### src/rtl/mem_req_issuer.sv
// Request FIFO plus a single-outstanding command sequencer for a simple memory controller.
// Request and response paths each add one register stage. req_ready falls when the FIFO is full.

module mem_req_fifo #(
    parameter int W     = 49,
    parameter int DEPTH = 8
) (
    input  logic                       clk,
    input  logic                       rst_n,
    input  logic                       i_push,
    input  logic [W-1:0]               i_dat,
    input  logic                       i_pop,
    output logic [W-1:0]               o_dat,
    output logic [$clog2(DEPTH):0]     o_count
);
    localparam int AW = $clog2(DEPTH);

    logic [W-1:0]  r_mem [DEPTH];
    logic [AW-1:0] r_wptr;
    logic [AW-1:0] r_rptr;
    logic [AW:0]   r_count;

    always_ff @(posedge clk or negedge rst_n) begin
        if (!rst_n) begin
            r_wptr  <= '0;
            r_rptr  <= '0;
            r_count <= '0;
        end else begin
            if (i_push) r_wptr <= r_wptr + AW'(1);
            if (i_pop)  r_rptr <= r_rptr + AW'(1);
            r_count <= r_count + {{AW{1'b0}}, i_push} - {{AW{1'b0}}, i_pop};
        end
    end

    // Storage needs no reset: the head is only consumed while the FIFO is non-empty.
    always_ff @(posedge clk) begin
        if (i_push) r_mem[r_wptr] <= i_dat;
    end

    assign o_dat   = r_mem[r_rptr];
    assign o_count = r_count;
endmodule

module mem_req_issuer #(
    parameter int DEPTH       = 8,
    parameter int HOLD_CYCLES = 12,
    parameter int RD_TIMEOUT  = 64
) (
    input  logic                     clk,
    input  logic                     rst_n,
    input  logic                     req_valid,
    output logic                     req_ready,
    input  logic                     req_rdnwr,
    input  logic [15:0]              req_addr,
    input  logic [31:0]              req_wdata,
    output logic                     cmd_n,
    output logic                     RDnWR,
    output logic [15:0]              Addr_in,
    output logic                     Data_in_vld,
    output logic [31:0]              Data_in,
    input  logic                     data_out_vld,
    input  logic [31:0]              Data_out,
    output logic                     rsp_valid,
    output logic [31:0]              rsp_data,
    output logic                     rsp_err,
    output logic [$clog2(DEPTH):0]   fifo_count,
    output logic                     busy
);
    localparam int CW   = $clog2(DEPTH) + 1;
    localparam int TMAX = (HOLD_CYCLES > RD_TIMEOUT) ? HOLD_CYCLES : RD_TIMEOUT;
    localparam int TW   = $clog2(TMAX) + 1;

    localparam logic [2:0] S_IDLE    = 3'd0;
    localparam logic [2:0] S_ISSUE   = 3'd1;
    localparam logic [2:0] S_WR_HOLD = 3'd2;
    localparam logic [2:0] S_RD_WAIT = 3'd3;
    localparam logic [2:0] S_RD_CAPT = 3'd4;

    typedef struct packed {
        logic        rdnwr;
        logic [15:0] addr;
        logic [31:0] wdata;
    } req_t;

    logic [2:0]    r_state;
    logic [TW-1:0] r_cnt;
    logic          r_cmd_n;
    logic          r_rdnwr;
    logic [15:0]   r_addr;
    logic          r_dvld;
    logic [31:0]   r_wdata;
    logic          r_rsp_valid;
    logic [31:0]   r_rsp_data;
    logic          r_rsp_err;

    req_t          w_req;
    req_t          w_head;
    logic [CW-1:0] w_count;
    logic          w_push;
    logic          w_pop;
    logic [2:0]    w_state_nxt;
    logic [TW-1:0] w_cnt_nxt;
    logic          w_rsp_to;
    logic          w_rsp_cap;

    assign w_req  = '{rdnwr: req_rdnwr, addr: req_addr, wdata: req_wdata};
    assign w_push = req_valid && req_ready;

    mem_req_fifo #(
        .W     ($bits(req_t)),
        .DEPTH (DEPTH)
    ) u_fifo (
        .clk     (clk),
        .rst_n   (rst_n),
        .i_push  (w_push),
        .i_dat   (w_req),
        .i_pop   (w_pop),
        .o_dat   (w_head),
        .o_count (w_count)
    );

    // The head entry is popped only on completion, so it stays stable for the whole transaction.
    always_comb begin
        w_state_nxt = r_state;
        w_cnt_nxt   = r_cnt;
        w_pop       = 1'b0;
        w_rsp_to    = 1'b0;
        w_rsp_cap   = 1'b0;
        case (r_state)
            S_IDLE: begin
                if (w_count != '0) w_state_nxt = S_ISSUE;
            end
            S_ISSUE: begin
                if (w_head.rdnwr) begin
                    w_state_nxt = S_RD_WAIT;
                    w_cnt_nxt   = TW'(RD_TIMEOUT - 1);
                end else begin
                    w_state_nxt = S_WR_HOLD;
                    w_cnt_nxt   = TW'(HOLD_CYCLES - 1);
                end
            end
            S_WR_HOLD: begin
                if (r_cnt == '0) begin
                    w_pop       = 1'b1;
                    w_state_nxt = S_IDLE;
                end else begin
                    w_cnt_nxt = r_cnt - TW'(1);
                end
            end
            S_RD_WAIT: begin
                if (data_out_vld) begin
                    w_state_nxt = S_RD_CAPT;
                end else if (r_cnt == '0) begin
                    w_pop       = 1'b1;
                    w_rsp_to    = 1'b1;
                    w_state_nxt = S_IDLE;
                end else begin
                    w_cnt_nxt = r_cnt - TW'(1);
                end
            end
            S_RD_CAPT: begin
                // Controller presents registered Data_out one cycle after its valid strobe.
                w_pop       = 1'b1;
                w_rsp_cap   = 1'b1;
                w_state_nxt = S_IDLE;
            end
            default: begin
                w_state_nxt = S_IDLE;
            end
        endcase
    end

    always_ff @(posedge clk or negedge rst_n) begin
        if (!rst_n) begin
            r_state     <= S_IDLE;
            r_cnt       <= '0;
            r_cmd_n     <= 1'b1;
            r_rdnwr     <= 1'b0;
            r_addr      <= '0;
            r_dvld      <= 1'b0;
            r_wdata     <= '0;
            r_rsp_valid <= 1'b0;
            r_rsp_data  <= '0;
            r_rsp_err   <= 1'b0;
        end else begin
            r_state     <= w_state_nxt;
            r_cnt       <= w_cnt_nxt;
            r_cmd_n     <= (w_state_nxt != S_ISSUE);
            r_dvld      <= ((w_state_nxt == S_ISSUE) && !w_head.rdnwr) ||
                           (w_state_nxt == S_WR_HOLD);
            if (w_state_nxt == S_IDLE) begin
                r_rdnwr <= 1'b0;
                r_addr  <= '0;
                r_wdata <= '0;
            end else begin
                r_rdnwr <= w_head.rdnwr;
                r_addr  <= w_head.addr;
                r_wdata <= w_head.wdata;
            end
            r_rsp_valid <= w_rsp_to || w_rsp_cap;
            if (w_rsp_cap) begin
                r_rsp_data <= Data_out;
                r_rsp_err  <= 1'b0;
            end else if (w_rsp_to) begin
                r_rsp_data <= '0;
                r_rsp_err  <= 1'b1;
            end
        end
    end

    assign req_ready   = (w_count != CW'(DEPTH));
    assign fifo_count  = w_count;
    assign busy        = (r_state != S_IDLE);
    assign cmd_n       = r_cmd_n;
    assign RDnWR       = r_rdnwr;
    assign Addr_in     = r_addr;
    assign Data_in_vld = r_dvld;
    assign Data_in     = r_wdata;
    assign rsp_valid   = r_rsp_valid;
    assign rsp_data    = r_rsp_data;
    assign rsp_err     = r_rsp_err;
endmodule

### config.mk
export PLATFORM = sky130hd
export DESIGN_NAME = mem_req_issuer
export DESIGN_NICKNAME = d
export VERILOG_FILES = /design/src/rtl/mem_req_issuer.sv
export SDC_FILE = /design/constraint.sdc
export NUM_CORES = 1
export LEC_CHECK = 0
export ABC_CLOCK_PERIOD_IN_PS = 12000
export BUFFER_PORTS_ARGS = -buffer_cell sky130_fd_sc_hd__buf_2
export CORE_MARGIN = 3
export CORE_UTILIZATION = 40
export DETAILED_ROUTE_END_ITERATION = 12
export GPL_TIMING_DRIVEN = 0
export SKIP_CTS_REPAIR_TIMING = 1
export SYNTH_ARGS = -nofsm -noshare
export SYNTH_HDL_FRONTEND = slang
export SYNTH_HIERARCHICAL = 1
export SYNTH_SLANG_ARGS = --single-unit
### constraint.sdc
create_clock -name clk -period 12 [get_ports clk]
set_clock_uncertainty 0.15 [all_clocks]
set_input_delay 0.6 -clock clk [delete_from_list [all_inputs] [get_ports clk]]
set_output_delay 0.6 -clock clk [all_outputs]
set_load 0.03 [all_outputs]
## Yosys cells after proc, flatten, opt, wreduce, memory -nomap -nowiden

Memory sizes are Yosys's and may differ from the RTL's.
Cells that the tools add are included.

- Reduce and logical (&&, ||, !) cells: 13
- Add/sub/neg operators: 5
- Muxes and demuxes: 23
- Equal/unequal tests: 9

Operators with widths:

| kind | count |
|---|---|
| 2-to-1 mux 32 bit | 3 |
| one-hot mux 7 bit (3 select lines) | 1 |
| 2-to-1 mux 16 bit | 1 |
| 2-to-1 mux 7 bit | 2 |
| one-hot mux 3 bit (4 select lines) | 1 |
| 2-to-1 mux 1 bit | 10 |
| == test 3 x 2 -> 1 bit (second input constant) | 3 |
| 2-to-1 mux 3 bit | 3 |
| zero test 7 bit | 1 |
| subtractor 7 x 1 -> 7 bit (second input constant) | 1 |
| adder 3 x 1 -> 3 bit (second input constant) | 2 |
| == test 3 x 1 -> 1 bit (second input constant) | 2 |
| zero test 3 bit | 2 |
| 2-to-1 mux 6 bit | 1 |
| nonzero test 3 bit | 2 |
| adder 4 x 1 -> 4 bit | 1 |
| inequality test 4 bit (second input constant) | 1 |
| nonzero test 4 bit | 1 |
| subtractor 4 x 1 -> 4 bit | 1 |
| == test 3 bit (second input constant) | 1 |
| inequality test 3 x 1 -> 1 bit (second input constant) | 1 |
| one-hot mux 1 bit (3 select lines) | 1 |
| logical AND 1 bit | 2 |
| logical OR 1 bit | 2 |
| other kinds (4) | 4 |

- Bits in registers: 105
- Memories kept: 1
- Bits in writable memories: 392
- Word-level logic and storage cells: 64
- Input port bits: 85
- Output and inout port bits: 91

Memory list:

| memory | depth | bits a word | read ports | clocked after memory_dff | write ports | RTL line | RTL |
|---|---|---|---|---|---|---|---|
| u_fifo.r_mem | 8 | 49 | 1 | 0 | 1 | 18 | `logic [W-1:0] r_mem [DEPTH];` |

## Longest topological paths before layout

- Word-level depth: 7
- Gate-level depth with buffers: 11
- Gate-level depth less buffers: 11

## By module

The synthesis kept the hierarchy.

Modules (own cells, without submodules):

| module | area an instance (um^2) | instances | sequential area each (um^2) | cells each |
|---|---|---|---|---|
| mem_req_fifo | 15223.4 | 1 | 12021.5 | 617 |
| mem_req_issuer | 3622.2 | 1 | 2378.5 | 264 |

## Least setup slack after synthesis

OpenSTA, ideal clock, no wires.

- Path kind: reg2reg
- Start: register u_fifo.r_count[1], in the netlist u_fifo/o_count[1]
- End: memory u_fifo.r_mem[0][0] (enable)
- Period minus slack after synthesis: 5.373 ns
- Arrival: 4.707 ns
- Setup slack: 6.627 ns
- Setup time: 0.516 ns
- Buffers on the path: 0
- Stages on the path, launching flop included: 6
- Required time: 11.334 ns
- Cells stage by stage: dfrtp_1 > nor3_1 > nand2_1 > and2_1 > nand2b_1 > nor3_1

- Word-level cells in the longest chain between the ends: 4

RTL lines:

| item | RTL line | RTL |
|---|---|---|
| start, declared | 21 | `logic [AW:0] r_count;` |
| start signal, assigned | 31 | `r_count <= r_count + {{AW{1'b0}}, i_push} - {{AW{1'b0}}, i_pop};` |
| inequality test 4 bit | 211 | `assign req_ready = (w_count != CW'(DEPTH));` |
| via req_ready | 52 | `output logic req_ready,` |
| logical AND 1 bit | 107 | `assign w_push = req_valid && req_ready;` |
| via w_push | 99 | `logic w_push;` |
| 2-to-1 mux 1 bit | 37 | `if (i_push) r_mem[r_wptr] <= i_dat;` |
| 2-to-1 mux 1 bit (not written as such) | 37 |  |
| end, declared | 18 |  |

The timed path passes the listed nets, and every way through them passes these cells.

==> qor.yml <==
worst_setup_path:
  crit_path_frequent_cell: "buf_2"
  crit_path_top_delay_cell: "clkbuf_1"
  end_kind: "flop"
  crit_type: "reg2reg"
  required_ns: 12.28
  critPathLaunchType: "flop"
  critPathMaxStageDelay_ns: 0.63
  crit_chain: "buf_2 -> clkbuf_1 -> mux4_2 -> mux2_2 -> or4bb_1 -> o211ai_1 -> a21oi_1 -> buf_2 -> a21boi_1"
  arrival_ns: 4.05
  crit_path_max_fanout: 10
finish:
  layout_commonest_cell: "edfxtp_1"
  finalInstanceArea_um2: 22740
  layout-drive-gt1-share_pct: 40.93
  final_cell_mix: "edfxtp_1 (392), buf_2 (196), dfrtp_1 (104), mux4_2 (98), clkbuf_16 (52)"
  areaGrowthSynthToFinish_pct: 20.67
  nets: 1229
yosys:
  ys_warn_count: 6
  avgSynthCellArea_um2: 21.39
  syn_area_um2: 18850
  synth_cells: 881
  syn_nets: 974
  synth_edf_count: 392
  synth_ff_type: "edfxtp_1"
  synth-seq-cells: 497
  ys_seq_area_share_pct: 76.41
  synthArstFlopShare_pct: 21.13
  synth.area.top_cells: "edfxtp_1 (62%), dfrtp_1 (14%), mux4_2 (12%)"
  synth.distinct_cells: 50
  synth_top_area_share_pct: 62.46
  yosysTopAreaCell: "edfxtp_1"
die:
  initial_core_util_pct: 41.00
  die_area_um2: 49750
  coreArea_um2: 45970
  die_w_um: 223.1
  io_pins: 176
  rows: 78
  die_h_um: 223.1
global_routing:
  grt_pass1_vias: 9944
  grtUsageTotal_pct: 16.73
  grt_remaining_overflow: 0
  grt_pass1_wl_mm: 63.06
  grt_max_degree: 56
  grt_antenna_before_repair: 6
placed_design:
  place.gp.congestion: 0.7586
  dp_worst_setup_slack_ns: 8.253
  dp_hpwl_mm: 25.97
  portBuffers: 175
  place_area_um2: 20990
drt:
  drt-vias-per-instance: 5.241
  finalWirelength_mm: 41.17
  routed-wl-met3_mm: 2.355
  wl_met1_mm: 18.11
  drc: 0
  via_count: 9334
  drt_first_pass_iters: 4
  wl_met2_mm: 19.81
  ant_nets: 0
  drt-initial-drc-count: 612
  wl_per_cell_um: 23.12
  top_layer_used: "met5"
worst_hold_path:
  hold_path.class: "in2reg"
power:
  power_uw: 6013
  leakage_uw: 0.008191
  ir_drop_mv: 0.1538
  p_per_area_nw_per_um2: 264.4
timing:
  finalSetupTns_ns: 0
  post-route-min-period_ns: 3.767
  rsz0062_at_grt: "false"
  setup_slack_ns: 8.233
  max_clock_freq_mhz: 265.4
  setup_viol: 0
  worst_pin_slew_ns: 0.8966
  finalCritPeriodShare_pct: 31.40
  relSlewSlack_pct: 40.09
  finalHoldViolCount: 0
  final_max_slew_viol_count: 0
clocking:
  tritoncts: "yes"
  clk_pin_slew_ns: 0.06
  ctsHtreeMaxLevel: 2
  numCtsBuffers: 52
  clock_sinks: 497
  cts_buffer_depth: 3
  cts_root_buffer: "clkbuf_16"
  insertion_delay_ns: 0.61
run_status:
  status: "finished clean"
job:
  maxCapViolCount: 0
==> metal layers <==
layer	global-route usage, %	vias up
li1	-	4120
met2	26.93	246
met4	4.614	12
met3	3.368	70
met1	23.44	4886
met5	0	-
==> flip-flops by register name (all words and copies together), names as in the netlist, 3 cells and up <==
name	count
u_fifo/r_mem	392
Data_in	32
rsp_data	32
Addr_in	16
r_cnt	7
u_fifo/o_count	4
r_state	3
u_fifo/r_rptr	3
u_fifo/r_wptr	3
==> worst max-delay path: cells and delay by family (launching register included) <==
kind | cells | cell delay, ns
buf+inv | 3 | 1.30
compound gates | 3 | 0.89
mux | 2 | 0.73
flops | 1 | 0.32
simple gates | 1 | 0.21
==> report_power, final <==
part / total, uW / switching [uW] / internal, uW
clock network: 1600 / 666 / 929
logic: 2050 / 1200 / 846
registers: 2370 / 121 / 2250
total: 6010 / 1990 / 4020
==> kinds of logic (layout without fill, tap and decap cells) <==
kind of cell	Yosys count	in the layout	synth area share, %
xor+xnor	7	7	0.3253
other cells	0	1	0
mux	149	149	14.76
simple gates	52	52	1.753
buf+inv	60	359	1.713
compound gates	108	108	4.468
flops	497	497	76.41
fa+ha+maj	8	8	0.5710
==> cell usage after synthesis, types with 2 or more instances <==
| master | count |
|---|---|
| o211ai_1 | 3 |
| nand4b_1 | 2 |
| edfxtp_1 | 392 |
| buf_12 | 2 |
| a31o_2 | 2 |
| a21oi_1 | 10 |
| mux2_2 | 51 |
| clkbuf_1 | 16 |
| nor2_1 | 13 |
| xnor2_1 | 5 |
| nand2b_1 | 4 |
| nand2_1 | 8 |
| a31oi_1 | 3 |
| dfrtp_1 | 104 |
| a21boi_1 | 49 |
| nand3_1 | 3 |
| a21o_1 | 2 |
| a22o_2 | 3 |
| buf_6 | 5 |
| ha_1 | 7 |
| mux4_2 | 98 |
| buf_2 | 22 |
| a221oi_1 | 2 |
| xor2_1 | 2 |
| nor3_1 | 5 |
| a22o_1 | 29 |
| inv_1 | 14 |
| nor2b_1 | 2 |
| or2_2 | 2 |
==> path summary, 6_finish.rpt <==
kind,startpoint,to,depth (start not counted),slack [ns]
min,Data_out[10],rsp_data[10]$_DFFE_PN0P_,2,0.1
max,u_fifo/r_rptr[2]$_DFFE_PN0P_,Data_in[0]$_DFF_PN0_,9,8.23
max in group asynchronous,rst_n,cmd_n$_DFF_PN1_,3,10.59
max reg2reg,u_fifo/r_rptr[2]$_DFFE_PN0P_,Data_in[0]$_DFF_PN0_,9,8.23
min reg2reg,rsp_data[26]$_DFFE_PN0P_,rsp_data[26]$_DFFE_PN0P_,1,0.34
min in group asynchronous,rst_n,Addr_in[0]$_DFF_PN0_,2,0.39
==> cell type report <==
| class | instances | area (um2) |
|---|---|---|
| Antenna cell | 1 | 2.502 |
| Fill cell | 3734 | 23220 |
| Clock buffer | 68 | 1421 |
| Clock inverter | 30 | 319.1 |
| Buffer | 46 | 270.3 |
| Multi-Input combinational cell | 324 | 4178 |
| Tap cell | 600 | 750.7 |
| Sequential cell | 497 | 14400 |
| Timing Repair Buffer | 201 | 1348 |
| Inverter | 14 | 52.55 |
==> metrics by stage <==
stage          hold WS, ns  util (%)  std cells
6_report           0.09976     49.47       1781
5_1_grt            0.07885     49.47       1780
4_1_cts            -0.1885     49.45       1779
3_5_place_dp        0.3302     45.66       1681
3_3_place_gp        0.3261     44.54       1656
2_1_floorplan       0.1544         -        881
Power figures use the tool's default switching activity.
